===== src/rtl/mini_src_control_unit_if.sv =====
// Control-unit <-> datapath/top bundle: sequencing inputs plus every strobe, select and status line.
interface mini_src_control_unit_if #(
    parameter int unsigned OPW  = 5,
    parameter int unsigned NREG = 16
);
    logic            run;
    logic [31:0]     IR;
    logic            mem_ready;

    logic            PCout, Zlowout, Zhighout, MDRout, HIout, LOout;
    logic            PCin, MARin, MDRin, IRin, Yin, Zlowin, Zhighin, HIin, LOin, IncPC, Read;
    logic [NREG-1:0] Rout;
    logic [NREG-1:0] Rin;
    logic [OPW-1:0]  opcode;
    logic            instr_done;
    logic            halted;
    logic            fault;

    modport master (
        input  run, IR, mem_ready,
        output PCout, Zlowout, Zhighout, MDRout, HIout, LOout,
        output PCin, MARin, MDRin, IRin, Yin, Zlowin, Zhighin, HIin, LOin, IncPC, Read,
        output Rout, Rin, opcode, instr_done, halted, fault
    );

    modport slave (
        output run, IR, mem_ready,
        input  PCout, Zlowout, Zhighout, MDRout, HIout, LOout,
        input  PCin, MARin, MDRin, IRin, Yin, Zlowin, Zhighin, HIin, LOin, IncPC, Read,
        input  Rout, Rin, opcode, instr_done, halted, fault
    );
endinterface


===== src/rtl/mini_src_control_unit.sv =====
// Mini-SRC Moore control unit: fetch T0-T2, execute T3-T6 for register-only instructions.
// Strobes decode from the state register plus IR, so an async clear zeroes them in the same cycle.
module mini_src_control_unit #(
    parameter int unsigned OPW           = 5,
    parameter int unsigned NREG          = 16,
    parameter int unsigned FETCH_TIMEOUT = 16
) (
    input  logic                      clock,
    input  logic                      clear,
    mini_src_control_unit_if.master   ctrl
);
    localparam int unsigned CNTW = (FETCH_TIMEOUT > 2) ? $clog2(FETCH_TIMEOUT) : 1;

    typedef enum logic [3:0] {
        S_IDLE, S_T0, S_T1, S_T2, S_T3, S_T4, S_T5, S_T6, S_HALT
    } state_t;

    typedef enum logic [2:0] {
        C_ALU3, C_UNARY, C_MULDIV, C_NOP, C_HALT, C_ILLEGAL
    } op_class_t;

    state_t          state, state_nx;
    logic [CNTW-1:0] cnt;
    logic            fault_q;
    op_class_t       cls;
    logic            timeout_hit;
    logic            illegal_now;

    logic [4:0]      op_field;
    logic [3:0]      ra, rb, rc;
    logic            unused_ir;

    assign op_field  = ctrl.IR[31:27];
    assign ra        = ctrl.IR[26:23];
    assign rb        = ctrl.IR[22:19];
    assign rc        = ctrl.IR[18:15];
    assign unused_ir = ^ctrl.IR[14:0];

    // Register index to one-hot select; indices beyond NREG select nothing.
    function automatic logic [NREG-1:0] onehot(input logic [3:0] idx);
        logic [NREG-1:0] v;
        for (int unsigned i = 0; i < NREG; i++) v[i] = (32'(idx) == i);
        return v;
    endfunction

    always_comb begin
        case (op_field)
            5'b00011, 5'b00100, 5'b00101, 5'b00110, 5'b00111,
            5'b01000, 5'b01001, 5'b01010, 5'b01011: cls = C_ALU3;
            5'b10001, 5'b10010:                     cls = C_UNARY;
            5'b01111, 5'b10000:                     cls = C_MULDIV;
            5'b11010:                               cls = C_NOP;
            5'b11011:                               cls = C_HALT;
            default:                                cls = C_ILLEGAL;
        endcase
    end

    assign timeout_hit = (state == S_T1) && !ctrl.mem_ready && (cnt == CNTW'(FETCH_TIMEOUT - 1));
    assign illegal_now = (state == S_T3) && (cls == C_ILLEGAL);

    // State, fetch-wait counter and sticky fault.
    always_ff @(posedge clock or negedge clear) begin
        if (!clear) begin
            state   <= S_IDLE;
            cnt     <= '0;
            fault_q <= 1'b0;
        end else begin
            state <= state_nx;
            if ((state == S_T1) && !ctrl.mem_ready && !timeout_hit) cnt <= cnt + CNTW'(1);
            else                                                    cnt <= '0;
            if (timeout_hit || illegal_now) fault_q <= 1'b1;
        end
    end

    always_comb begin
        state_t end_nx;
        end_nx   = ctrl.run ? S_T0 : S_IDLE;
        state_nx = state;
        case (state)
            S_IDLE: if (ctrl.run) state_nx = S_T0;
            S_T0:   state_nx = S_T1;
            S_T1: begin
                if (ctrl.mem_ready) state_nx = S_T2;
                else if (timeout_hit) state_nx = S_HALT;
            end
            S_T2:   state_nx = S_T3;
            S_T3: begin
                case (cls)
                    C_ALU3, C_UNARY, C_MULDIV: state_nx = S_T4;
                    C_HALT:                    state_nx = S_HALT;
                    default:                   state_nx = end_nx;
                endcase
            end
            S_T4:   state_nx = (cls == C_UNARY) ? end_nx : S_T5;
            S_T5:   state_nx = (cls == C_MULDIV) ? S_T6 : end_nx;
            S_T6:   state_nx = end_nx;
            S_HALT: state_nx = S_HALT;
            default: state_nx = S_IDLE;
        endcase
    end

    always_comb begin
        ctrl.PCout = 1'b0; ctrl.Zlowout = 1'b0; ctrl.Zhighout = 1'b0;
        ctrl.MDRout = 1'b0; ctrl.HIout = 1'b0; ctrl.LOout = 1'b0;
        ctrl.PCin = 1'b0; ctrl.MARin = 1'b0; ctrl.MDRin = 1'b0; ctrl.IRin = 1'b0;
        ctrl.Yin = 1'b0; ctrl.Zlowin = 1'b0; ctrl.Zhighin = 1'b0; ctrl.HIin = 1'b0;
        ctrl.LOin = 1'b0; ctrl.IncPC = 1'b0; ctrl.Read = 1'b0;
        ctrl.Rout = '0; ctrl.Rin = '0; ctrl.opcode = '0;
        ctrl.instr_done = 1'b0;
        ctrl.halted = (state == S_HALT);
        ctrl.fault  = fault_q | illegal_now;
        case (state)
            S_T0: begin
                ctrl.PCout = 1'b1; ctrl.MARin = 1'b1; ctrl.IncPC = 1'b1; ctrl.Zlowin = 1'b1;
            end
            // PC reload from Z repeats every wait cycle; harmless since Z is unchanged.
            S_T1: begin
                ctrl.Zlowout = 1'b1; ctrl.PCin = 1'b1; ctrl.Read = 1'b1; ctrl.MDRin = 1'b1;
            end
            S_T2: begin
                ctrl.MDRout = 1'b1; ctrl.IRin = 1'b1;
            end
            S_T3: begin
                case (cls)
                    C_ALU3:   begin ctrl.Rout = onehot(rb); ctrl.Yin = 1'b1; end
                    C_UNARY: begin
                        ctrl.Rout = onehot(rb); ctrl.opcode = OPW'(op_field); ctrl.Zlowin = 1'b1;
                    end
                    C_MULDIV: begin ctrl.Rout = onehot(ra); ctrl.Yin = 1'b1; end
                    C_NOP, C_ILLEGAL: ctrl.instr_done = 1'b1;
                    default: ;
                endcase
            end
            S_T4: begin
                case (cls)
                    C_ALU3: begin
                        ctrl.Rout = onehot(rc); ctrl.opcode = OPW'(op_field); ctrl.Zlowin = 1'b1;
                    end
                    C_UNARY: begin
                        ctrl.Zlowout = 1'b1; ctrl.Rin = onehot(ra); ctrl.instr_done = 1'b1;
                    end
                    C_MULDIV: begin
                        ctrl.Rout = onehot(rb); ctrl.opcode = OPW'(op_field);
                        ctrl.Zlowin = 1'b1; ctrl.Zhighin = 1'b1;
                    end
                    default: ;
                endcase
            end
            S_T5: begin
                if (cls == C_MULDIV) begin
                    ctrl.Zlowout = 1'b1; ctrl.LOin = 1'b1;
                end else begin
                    ctrl.Zlowout = 1'b1; ctrl.Rin = onehot(ra); ctrl.instr_done = 1'b1;
                end
            end
            S_T6: begin
                ctrl.Zhighout = 1'b1; ctrl.HIin = 1'b1; ctrl.instr_done = 1'b1;
            end
            default: ;
        endcase
    end
endmodule


===== src/flat_wrapper.sv =====
// flat-port wrapper written by rule: the top's interface ports become plain ports
module mini_src_control_unit_flat 
#(
    parameter int unsigned OPW           = 5,
    parameter int unsigned NREG          = 16,
    parameter int unsigned FETCH_TIMEOUT = 16
)
  (clock, clear, ctrl_run, ctrl_IR, ctrl_mem_ready, ctrl_PCout, ctrl_Zlowout, ctrl_Zhighout, ctrl_MDRout, ctrl_HIout, ctrl_LOout, ctrl_PCin, ctrl_MARin, ctrl_MDRin, ctrl_IRin, ctrl_Yin, ctrl_Zlowin, ctrl_Zhighin, ctrl_HIin, ctrl_LOin, ctrl_IncPC, ctrl_Read, ctrl_Rout, ctrl_Rin, ctrl_opcode, ctrl_instr_done, ctrl_halted, ctrl_fault);
  mini_src_control_unit_if #(.OPW(OPW), .NREG(NREG)) ctrl_i ();
  input  logic clock;
  input  logic clear;
  input wire logic [$bits(ctrl_i.run)-1:0] ctrl_run;
  input wire logic [$bits(ctrl_i.IR)-1:0] ctrl_IR;
  input wire logic [$bits(ctrl_i.mem_ready)-1:0] ctrl_mem_ready;
  output wire logic [$bits(ctrl_i.PCout)-1:0] ctrl_PCout;
  output wire logic [$bits(ctrl_i.Zlowout)-1:0] ctrl_Zlowout;
  output wire logic [$bits(ctrl_i.Zhighout)-1:0] ctrl_Zhighout;
  output wire logic [$bits(ctrl_i.MDRout)-1:0] ctrl_MDRout;
  output wire logic [$bits(ctrl_i.HIout)-1:0] ctrl_HIout;
  output wire logic [$bits(ctrl_i.LOout)-1:0] ctrl_LOout;
  output wire logic [$bits(ctrl_i.PCin)-1:0] ctrl_PCin;
  output wire logic [$bits(ctrl_i.MARin)-1:0] ctrl_MARin;
  output wire logic [$bits(ctrl_i.MDRin)-1:0] ctrl_MDRin;
  output wire logic [$bits(ctrl_i.IRin)-1:0] ctrl_IRin;
  output wire logic [$bits(ctrl_i.Yin)-1:0] ctrl_Yin;
  output wire logic [$bits(ctrl_i.Zlowin)-1:0] ctrl_Zlowin;
  output wire logic [$bits(ctrl_i.Zhighin)-1:0] ctrl_Zhighin;
  output wire logic [$bits(ctrl_i.HIin)-1:0] ctrl_HIin;
  output wire logic [$bits(ctrl_i.LOin)-1:0] ctrl_LOin;
  output wire logic [$bits(ctrl_i.IncPC)-1:0] ctrl_IncPC;
  output wire logic [$bits(ctrl_i.Read)-1:0] ctrl_Read;
  output wire logic [$bits(ctrl_i.Rout)-1:0] ctrl_Rout;
  output wire logic [$bits(ctrl_i.Rin)-1:0] ctrl_Rin;
  output wire logic [$bits(ctrl_i.opcode)-1:0] ctrl_opcode;
  output wire logic [$bits(ctrl_i.instr_done)-1:0] ctrl_instr_done;
  output wire logic [$bits(ctrl_i.halted)-1:0] ctrl_halted;
  output wire logic [$bits(ctrl_i.fault)-1:0] ctrl_fault;
  assign ctrl_i.run = ctrl_run;
  assign ctrl_i.IR = ctrl_IR;
  assign ctrl_i.mem_ready = ctrl_mem_ready;
  assign ctrl_PCout = ctrl_i.PCout;
  assign ctrl_Zlowout = ctrl_i.Zlowout;
  assign ctrl_Zhighout = ctrl_i.Zhighout;
  assign ctrl_MDRout = ctrl_i.MDRout;
  assign ctrl_HIout = ctrl_i.HIout;
  assign ctrl_LOout = ctrl_i.LOout;
  assign ctrl_PCin = ctrl_i.PCin;
  assign ctrl_MARin = ctrl_i.MARin;
  assign ctrl_MDRin = ctrl_i.MDRin;
  assign ctrl_IRin = ctrl_i.IRin;
  assign ctrl_Yin = ctrl_i.Yin;
  assign ctrl_Zlowin = ctrl_i.Zlowin;
  assign ctrl_Zhighin = ctrl_i.Zhighin;
  assign ctrl_HIin = ctrl_i.HIin;
  assign ctrl_LOin = ctrl_i.LOin;
  assign ctrl_IncPC = ctrl_i.IncPC;
  assign ctrl_Read = ctrl_i.Read;
  assign ctrl_Rout = ctrl_i.Rout;
  assign ctrl_Rin = ctrl_i.Rin;
  assign ctrl_opcode = ctrl_i.opcode;
  assign ctrl_instr_done = ctrl_i.instr_done;
  assign ctrl_halted = ctrl_i.halted;
  assign ctrl_fault = ctrl_i.fault;
  mini_src_control_unit #(.OPW(OPW), .NREG(NREG), .FETCH_TIMEOUT(FETCH_TIMEOUT)) u_core (.clock(clock), .clear(clear), .ctrl(ctrl_i));
endmodule

===== config.mk =====
export PLATFORM = sky130hd
export DESIGN_NAME = mini_src_control_unit_flat
export DESIGN_NICKNAME = d
export VERILOG_FILES = /design/src/rtl/mini_src_control_unit_if.sv /design/src/rtl/mini_src_control_unit.sv /design/src/flat_wrapper.sv
export SDC_FILE = /design/constraint.sdc
export NUM_CORES = 1
export LEC_CHECK = 0
export ABC_AREA = 1
export BUFFER_PORTS_ARGS = -buffer_cell sky130_fd_sc_hd__buf_2
export CAP_MARGIN = 10
export CORE_UTILIZATION = 43
export DETAILED_ROUTE_END_ITERATION = 6
export PLACE_DENSITY_LB_ADDON = 0.2
export SYNTH_ARGS = -nofsm -noshare
export SYNTH_HDL_FRONTEND = slang
export SYNTH_SLANG_ARGS = --single-unit

===== constraint.sdc =====
create_clock -name clock -period 1.7 [get_ports clock]
set_input_delay 0.255 -clock clock [delete_from_list [all_inputs] [get_ports clock]]
set_output_delay 0.255 -clock clock [all_outputs]
set_load 0.005 [all_outputs]

# Word-level counts from Yosys, hierarchy flattened
# Memories as Yosys holds them, arrays and structs flattened.
# Index checks and enable logic that the tools add are counted.
word_totals:
  n_memories: 1
  reg_bits: 9
  word_cells: 118
  output_inout_bits: 57
  in_bits: 36
  romBits: 96
classes:
  addsub: 1
  reduce_logical: 18
  n_eq_ne: 61
  mux: 33
  bitwise_logic: 1
mem_list:
  columns: ["memory", "depth", "width", "read_ports", "rd_ports_with_merged_regs", "write_ports", "line_no", "rtl"]
  rows:
  - ["(no name shown)", 32, 3, 1, 0, 0, "mini_src_control_unit.sv:47", "case (op_field)"]
op_table:
  columns: ["operator", "count"]
  rows:
  - ["16-bit case mux with 2 select lines", 4]
  - ["4-bit == test, second input constant", 26]
  - ["4-bit by 3-bit == test with 1-bit output, second input constant", 16]
  - ["4-bit case mux with 9 select lines", 1]
  - ["4-bit by 2-bit == test with 1-bit output, second input constant", 8]
  - ["16-bit two-way mux", 2]
  - ["4-bit two-way mux", 6]
  - ["4-bit by 1-bit == test with 1-bit output, second input constant", 4]
  - ["4-bit logical NOT", 4]
  - ["1-bit two-way mux", 13]
  - ["5-bit two-way mux", 2]
  - ["5-bit case mux with 2 select lines", 1]
  - ["4-bit case mux with 2 select lines", 1]
  - ["2-bit OR reduction", 4]
  - ["3-bit by 2-bit == test with 1-bit output, second input constant", 2]
  - ["3-bit == test, second input constant", 2]
  - ["4-bit by 1-bit adder with 4-bit output, second input constant", 1]
  - ["1-bit logical AND", 4]
  - ["1-bit case mux with 4 select lines", 1]
  - ["3-bit by 1-bit == test with 1-bit output, second input constant", 1]
  - ["3-bit logical NOT", 1]
  - ["3-bit by 2-bit != test with 1-bit output, second input constant", 1]
  - ["1-bit case mux with 3 select lines", 1]
  - ["3-bit OR reduction", 1]
  - ["6 further kinds", 7]

# Logic depth before layout (Yosys ltp)
# Gate-level depths: netlist of the first run.
depth:
  word_depth: 6
  depth_mapped: 13
  ltp_nobuf: 12

# Worst setup path after synthesis of the first run
# No wires, ideal clock.
synth_path:
  path_type: "reg-to-output"
  start: "register u_core.state[3]"
  end: "output port ctrl_Rout[12]"
  required_ns: 1.445
  path_stages_with_launch: 9
  arrival_time_ns: 1.400
  path_slack_ns: 0.045
  path_buffers: 1
  path_cell_list: "dfrtp_1 inv_2 nand2_2 nor3_4 nand3_2 nor2_4 buf_8 nand2_2 nand3_2"
synth_via:
  elab_chain_cells: 2
  word_cells_on_any_way: 3
  cone_classes: "eq/ne (2); mux (1)"
synth_lines:
  columns: ["item", "line_no", "rtl"]
  rows:
  - ["from (decl)", "mini_src_control_unit.sv:22", "state_t state, state_nx;"]
  - ["from (signal assigned)", "mini_src_control_unit.sv:68", "state <= state_nx;"]
  - ["4-bit by 3-bit == test with 1-bit output", "mini_src_control_unit.sv:112", "case (state)"]
  - ["16-bit case mux with 2 select lines (*)", "mini_src_control_unit.sv:112", null]
  - ["to (decl)", "flat_wrapper.sv:32", "output wire logic [$bits(ctrl_i.Rout)-1:0] ctrl_Rout;"]
# Every way passes the cells marked *; elsewhere a longest branch is shown, timed or not.

# Final worst setup path of the first run
layout_path:
  start: "register u_core.state[3]"
  end: "output port ctrl_Rout[5]"
# The elaborated chain is that of the path after synthesis.

==> results of run 1 <==
## worst reg2reg max path: stages (launching register included)
cell and delay (ns):
dfrtp_1 0.42, inv_1 0.09, nand2_1 0.08, nor2_2 0.14
inv_2 0.07, nor2_4 0.32, buf_6 0.15, buf_4 0.10
nor2_1 0.03, a21oi_1 0.12
## cell type report
cell class,instances,area (sq um)
repair buffers,121,815
multi-input cells,281,1630
clock buffers,4,45.0
fillers,385,1380
flip-flops and latches,9,225
inverters,52,201
well taps,52,65.1
## cell families (layout without fill, tap and decap cells)
logic type / after synthesis / in the layout
AOI/OAI and AO/OA: 26 / 26
and+or+nand+nor: 250 / 250
xor gates and xnor gates: 2 / 2
adders and majority gates: 1 / 1
buffers and inverters: 66 / 177
DFF: 9 / 9
other: 1 / 2
## power by group
group / leakage [nW] / internal [mW] / total [mW] / switching, mW
Sequential: 0.116 / 0.264 / 0.304 / 0.0400
Combinational: 1.54 / 0.538 / 1.20 / 0.665
Clock: 0.0228 / 0.163 / 0.240 / 0.0773
Total: 1.68 / 0.965 / 1.75 / 0.782
## synth_stat cells, types with 2 or more instances
| master | count |
|---|---|
| a21oi_1 | 4 |
| buf_4 | 10 |
| buf_8 | 2 |
| dfrtp_1 | 9 |
| inv_1 | 44 |
| inv_2 | 7 |
| nand2_1 | 99 |
| nand2_2 | 14 |
| nand3_1 | 26 |
| nand3_2 | 12 |
| nand4_1 | 7 |
| nor2_1 | 68 |
| nor2_2 | 3 |
| nor2_4 | 11 |
| nor3_1 | 5 |
| o21ai_0 | 12 |
| o21ai_1 | 8 |
## worst max path at each step
| stage | end | slack (ns) | cells past startpoint |
|---|---|---|---|
| CTS | ctrl_Rout[5] | -0.26 | 10 |
| detailed placement | ctrl_Rout[5] | -0.27 | 11 |
| global placement | ctrl_Rout[2] | -0.25 | 11 |
| finish | ctrl_Rout[5] | -0.28 | 10 |
| global route | ctrl_opcode[3] | -0.37 | 9 |
| floorplan | ctrl_Rout[12] | 0.04 | 8 |
## timing repair
item	in CTS	in global routing
endpoints found under the setup margin	42	47
resized for setup	42	28
endpoints found under the hold margin	9	0
hold buffers	1	0
buffers inserted	3	3
pin swaps	16	1
## flip-flops by register name, indices dropped and copies added (netlist names)
name and count:
u_core.state 4, u_core.fault_q 1, u_core.cnt 4
## placed cells by master (no fill, tap or decap), types with 4 or more instances in the layout
cell type / n
buf_2: 73
buf_4: 32
buf_6: 11
dfrtp_1: 9
inv_1: 42
inv_2: 7
nand2_1: 89
nand2_2: 19
nand2_4: 5
nand3_1: 18
nand3_2: 18
nand4_1: 7
nor2_1: 58
nor2_2: 4
nor2_4: 20
o21ai_0: 11
o21ai_1: 9
## layer usage
metal	track usage, %	part of all wire, %	vias up
li1	-	-	1329
met1	30.9	41	1150
met3	3.34	6.5	16
met4	9.07	2.7	0
met5	0	0	-
met2	46.4	50	119
## per-stage QoR
step / hold WS [ns] / area, sq um / cells / power, mW / TNS, ns
3_3_place_gp: 0.110 / 2600 / 508 / 1.35 / -5.91
3_5_place_dp: 0.110 / 2600 / 508 / 1.35 / -6.13
4_1_cts: 0.313 / 2850 / 516 / 1.66 / -8.99
2_1_floorplan: -0.0406 / 1950 / 356 / 0.939 / 0
5_1_grt: 0.348 / 2980 / 519 / 1.89 / -13.91
6_report: 0.314 / 2980 / 519 / 1.75 / -9.89
==> reports/metrics.csv, run 1 <==
stage,metric,value,unit
die,chip height,69.2,um
logic_synthesis,Mapped Cells,355,
logic_synthesis,largest family of logic cells by synthesized area,simple AND/OR/NAND/NOR gates,
min_path,hold path depth,2,
logic_synthesis,area share of the largest cell type after synthesis,19.1,%
logic_synthesis,syn avg cell area,5.48,sq um
sta,Hold Fails Final Rpt,0,
min_path,worst hold path type,input pin to flop,
clock_tree,CTS tree,yes,
clock_tree,CTS Buffer Depth,2,
flow_run,max-cap check violation count,0,
logic_synthesis,register area share after synthesis,11.6,%
die,die area,4790,sq um
finish,Layout Utilization,68.4,%
logic_synthesis,Synth Flop Type,dfrtp_1,
setup_path,WP data required,1.44,ns
clock_tree,Root Driver,clkbuf_8,
finish,Nets,505,
routing,Vias,2614,
die,die width,69.2,um
place,hpwl dp,4810,um
clock_tree,htree depth,1,
logic_synthesis,compound-cell area share of the yosys netlist,6.95,%
clock_tree,clock slew at reported path FFs,0.04,ns
global_route,largest net degree at the start of global routing,21,
sta,crit share post-route,117,%
place,pre-CTS setup slack,-0.273,ns
logic_synthesis,Synthesis Warnings,0,
logic_synthesis,Syn Std Cell Area,1940,sq um
routing,WL final,6180,um
run_status,status,"complete, but fails checks",
power,Power Density,587,nW/um^2
sta,Final min period,1.98,ns
logic_synthesis,Synth Area in XOR/XNOR,0.901,%
setup_path,crit-path max FO,7,
global_route,first-pass GRT wire length,10400,um
setup_path,R2R setup slack,0.11,ns
setup_path,Critical Path Start,u_core.state[3],
min_path,Worst Hold End,u_core.fault_q,
setup_path,R2R Path End,u_core.state[0],
logic_synthesis,Simple-Gate Fraction of Synth Area,63.4,%
die,Cell Rows,24,
sta,Final Setup Violations,42,
place,IO Port Bufs,75,
setup_path,Crit. End Element,output port,
setup_path,reg2reg path depth,9,
finish,area grow syn2layout,53.2,%
finish,fraction of layout cells with a size suffix above 1,44.5,%
setup_path,worst-path cell chain,inv_2 > nand2_4 > nor3_4 > buf_6 > nand3_4 > nor2_4 > buf_8 > nand2_2 > nand3_2 > buf_2,
clock_tree,cts bufs inserted,3,
run_status,failing checks,negative setup slack,
setup_path,CP top delay family,simple AND/OR/NAND/NOR gates,
logic_synthesis,Synth cell types,31,
setup_path,Worst Path Arrival,1.73,ns
power,peak supply drop,0.000644,V
global_route,aggregate global routing overflow,0,
sta,final max-slew violation count,0,
setup_path,Worst Path Buf+Inv,4,
setup_path,startpoint type of the worst setup path,flop,
logic_synthesis,Post-synth EDFFs,0,
routing,initial DRC count,213,
place,gp weighted congestion,0.907,
power,Static Leak,1.68,nW
logic_synthesis,ys async rst share,100,%
clock_tree,Clock Sinks,9,
logic_synthesis,post-synth top area cell,nand2_1,
global_route,initial antenna violation count,0,
clock_tree,Worst-Skew Late Latency,0.23,ns
setup_path,r2r startpoint,u_core.state[1],
sta,RSZ-0062 raised after global routing,yes,
routing,per-cell routed wire length,11.9,um
sta,Max Clk Rate,0.505,GHz
die,# IOs,93,
logic_synthesis,top post-synthesis cells by area,"nand2_1, nor2_1, dfrtp_1",
logic_synthesis,post-synthesis adder-cell area fraction,0.644,%
logic_synthesis,post-synthesis register bit count,9,
sta,final setup skew,0.00560,ns
logic_synthesis,mux share of post-synthesis cell area,0,%
min_path,hold_sp,ctrl_mem_ready,
routing,Routed Antenna Nets,0,
routing,TritonRoute pass-1 iters,4,
die,Initial Utilization,44.7,%
routing,vias per std cell,5.04,
setup_path,Worst path slowest cell,dfrtp_1,
global_route,gr usage total,25.7,%
die,area of the core,4350,sq um
setup_path,Crit path largest cell delay,0.38,ns
setup_path,critical path class,flop to output port,
finish,diode count,0,
sta,PnR worst setup slack,-0.282,ns
routing,Remaining DRCs,0,
global_route,vias in the first global route,2460,
(Power assumes the default switching activity.)
==> run 2, diff against run 1 <==
Settings changed: CELL_PAD_IN_SITES_DETAIL_PLACEMENT from default to 0, CELL_PAD_IN_SITES_GLOBAL_PLACEMENT from default to 1, CORE_UTILIZATION 43 to 27.
==> reports/metrics.csv, run 2 (synthesis gave the netlist of run 1 again) <==
stage,metric,value,unit,change
min_path,worst hold path type,input pin to flop,,unchanged
sta,Hold Fails Final Rpt,0,,unchanged
clock_tree,CTS Buffer Depth,2,,unchanged
min_path,hold_sp,ctrl_mem_ready,,unchanged
finish,Layout Utilization,46.8,%,was 68.4%
finish,Finished Cell Area,3220,sq um,was 2980 sq um
setup_path,Worst Path Arrival,1.77,ns,was 1.73 ns
setup_path,CP top delay family,simple AND/OR/NAND/NOR gates,,unchanged
sta,Max Clk Rate,0.494,GHz,was 0.505 GHz
sta,final max-slew violation count,0,,unchanged
clock_tree,htree depth,1,,unchanged
global_route,first-pass GRT wire length,10200,um,was 10400 um
routing,WL final,6690,um,was 6180 um
die,# IOs,93,,unchanged
setup_path,Crit. End Element,output port,,unchanged
setup_path,Worst path slowest cell,dfrtp_1,,unchanged
finish,register area,226,sq um,was 225 sq um
clock_tree,cts bufs inserted,3,,unchanged
finish,diode count,0,,unchanged
sta,final setup skew,0.00195,ns,was 0.00560 ns
die,Initial Utilization,28.3,%,was 44.7%
power,Static Leak,1.78,nW,was 1.68 nW
finish,Finished Layout Cells,574,,was 519
setup_path,r2r startpoint,u_core.state[3],,was u_core.state[1]
setup_path,crit-path max FO,7,,unchanged
finish,Nets,516,,was 505
routing,vias per std cell,4.49,,was 5.04
sta,PnR worst setup slack,-0.324,ns,was -0.282 ns
finish,fraction of layout cells with a size suffix above 1,47.5,%,was 44.5%
setup_path,startpoint type of the worst setup path,flop,,unchanged
routing,TritonRoute pass-1 iters,6,,was 4
die,chip height,86.9,um,was 69.2 um
global_route,largest net degree at the start of global routing,19,,was 21
global_route,aggregate global routing overflow,0,,unchanged
clock_tree,Worst-Skew Late Latency,0.23,ns,about the same
run_status,failing checks,negative setup slack,,unchanged
die,die area,7540,sq um,was 4790 sq um
die,area of the core,6870,sq um,was 4350 sq um
routing,Routed Antenna Nets,0,,unchanged
finish,area grow syn2layout,65.4,%,was 53.2%
setup_path,Worst Path Buf+Inv,4,,unchanged
sta,crit share post-route,119,%,was 117%
global_route,vias in the first global route,2331,,was 2460
clock_tree,Clock Sinks,9,,unchanged
setup_path,WP data required,1.44,ns,about the same
finish,multi-input logic area,1670,sq um,was 1630 sq um
setup_path,reg2reg path depth,9,,unchanged
place,gp weighted congestion,0.804,,was 0.907
finish,"commonest non-fill, non-tap cells in the layout","nand2_1, buf_2, nor2_1",,unchanged
run_status,status,"complete, but fails checks",,unchanged
die,Cell Rows,30,,was 24
setup_path,Crit path largest cell delay,0.38,ns,about the same
place,Placed Cells incl. Taps,558,,was 508
sta,Final Setup Violations,47,,was 42
flow_run,max-cap check violation count,0,,unchanged
routing,Remaining DRCs,0,,unchanged
finish,filler instances,765,,was 385
global_route,gr usage total,16.9,%,was 25.7%
power,peak supply drop,0.000736,V,was 0.000644 V
sta,Final min period,2.02,ns,was 1.98 ns
die,die width,86.9,um,was 69.2 um
setup_path,Crit path depth,10,,unchanged
sta,RSZ-0062 raised after global routing,yes,,unchanged
routing,per-cell routed wire length,11.7,um,was 11.9 um
min_path,hold path depth,2,,unchanged
finish,biggest regs,"u_core.cnt (4), u_core.state (4), u_core.fault_q (1)",,unchanged
clock_tree,Root Driver,clkbuf_8,,unchanged
setup_path,cell mode on critical path,nand2_4,,
setup_path,Critical Path Start,u_core.state[3],,unchanged
place,hpwl dp,5470,um,was 4810 um
place,IO Port Bufs,75,,unchanged
global_route,initial antenna violation count,0,,unchanged
routing,initial DRC count,113,,was 213
routing,Vias,2578,,was 2614
power,Power Density,653,nW/um^2,was 587 nW/um^2
setup_path,worst-path cell chain,inv_2 > nand2_4 > nor3_4 > buf_12 > nand3_4 > nor2_4 > clkbuf_16 > nand2_4 > nand3_2 > buf_2,,was inv_2 > nand2_4 > nor3_4 > buf_6 > nand3_4 > nor2_4 > buf_8 > nand2_2 > nand3_2 > buf_2
clock_tree,clock slew at reported path FFs,0.05,ns,was 0.04 ns
place,post-place instance area,2740,sq um,was 2600 sq um
clock_tree,CTS tree,yes,,unchanged
finish,"commonest non-fill, non-tap cell in the layout",nand2_1,,unchanged
setup_path,critical path class,flop to output port,,unchanged
## run 2: cell types whose count changed in the layout (fill, tap and decap cells not counted), sizes merged
| cell | delta |
|---|---|
| buf | +10 |
| clkbuf | +1 |
## run 2: power breakdown
part | internal [mW] | total [mW] | leakage [nW] | switching (mW)
combinational | 0.737 | 1.54 | 1.64 | 0.806
sequential | 0.266 | 0.311 | 0.115 | 0.0441
clock | 0.163 | 0.248 | 0.0228 | 0.0848
## run 2: cell type report
class / instances / share of cell area (%)
clock buffer: 4 / 1.40
inverter: 52 / 6.34
tap: 96 / 3.73
timing repair buffer: 132 / 29.6
sequential: 9 / 7.04
multi-input combinational: 281 / 51.9
## run 2: path summary, 6_finish.rpt
path                                    to  slack [ns]
min reg2reg                  u_core.cnt[0]        0.46
max                          ctrl_Rout[12]       -0.32
max in group asynchronous  u_core.state[1]        1.10
max reg2reg                u_core.state[3]        0.13
min                         u_core.fault_q        0.30
min in group asynchronous   u_core.fault_q        0.40
## run 2: metrics by stage
| step | worst slack, ns | total power, mW | hold WS, ns | setup TNS [ns] |
|---|---|---|---|---|
| floorplan | 0.0448 | 0.939 | -0.0406 | 0 |
| detailed placement | -0.236 | 1.42 | 0.118 | -6.89 |
| finish | -0.324 | 2.10 | 0.301 | -9.30 |
| CTS | -0.300 | 1.76 | 0.302 | -9.59 |
| global route | -0.446 | 2.26 | 0.320 | -14.62 |
| global placement | -0.205 | 1.41 | 0.112 | -6.42 |
## run 2: layer usage
| layer | vias up | part of all wire, % | routed length, um | track usage (%) |
|---|---|---|---|---|
| met5 | - | 0 | 0 | 0 |
| met4 | 0 | 1.1 | 71 | 4.55 |
| met3 | 6 | 3.4 | 226 | 0.569 |
| met2 | 63 | 51 | 3440 | 31.8 |
| met1 | 1160 | 44 | 2950 | 21.0 |
| li1 | 1349 | - | - | - |
## run 2: what timing repair did
item,4_1_cts,5_1_grt
hold endpoints to repair,9,0
gates cloned,0,1
hold buffers,1,0
endpoints found under the setup margin,44,50
setup buffers,4,8
pin swaps,6,14
gates resized for setup,27,57
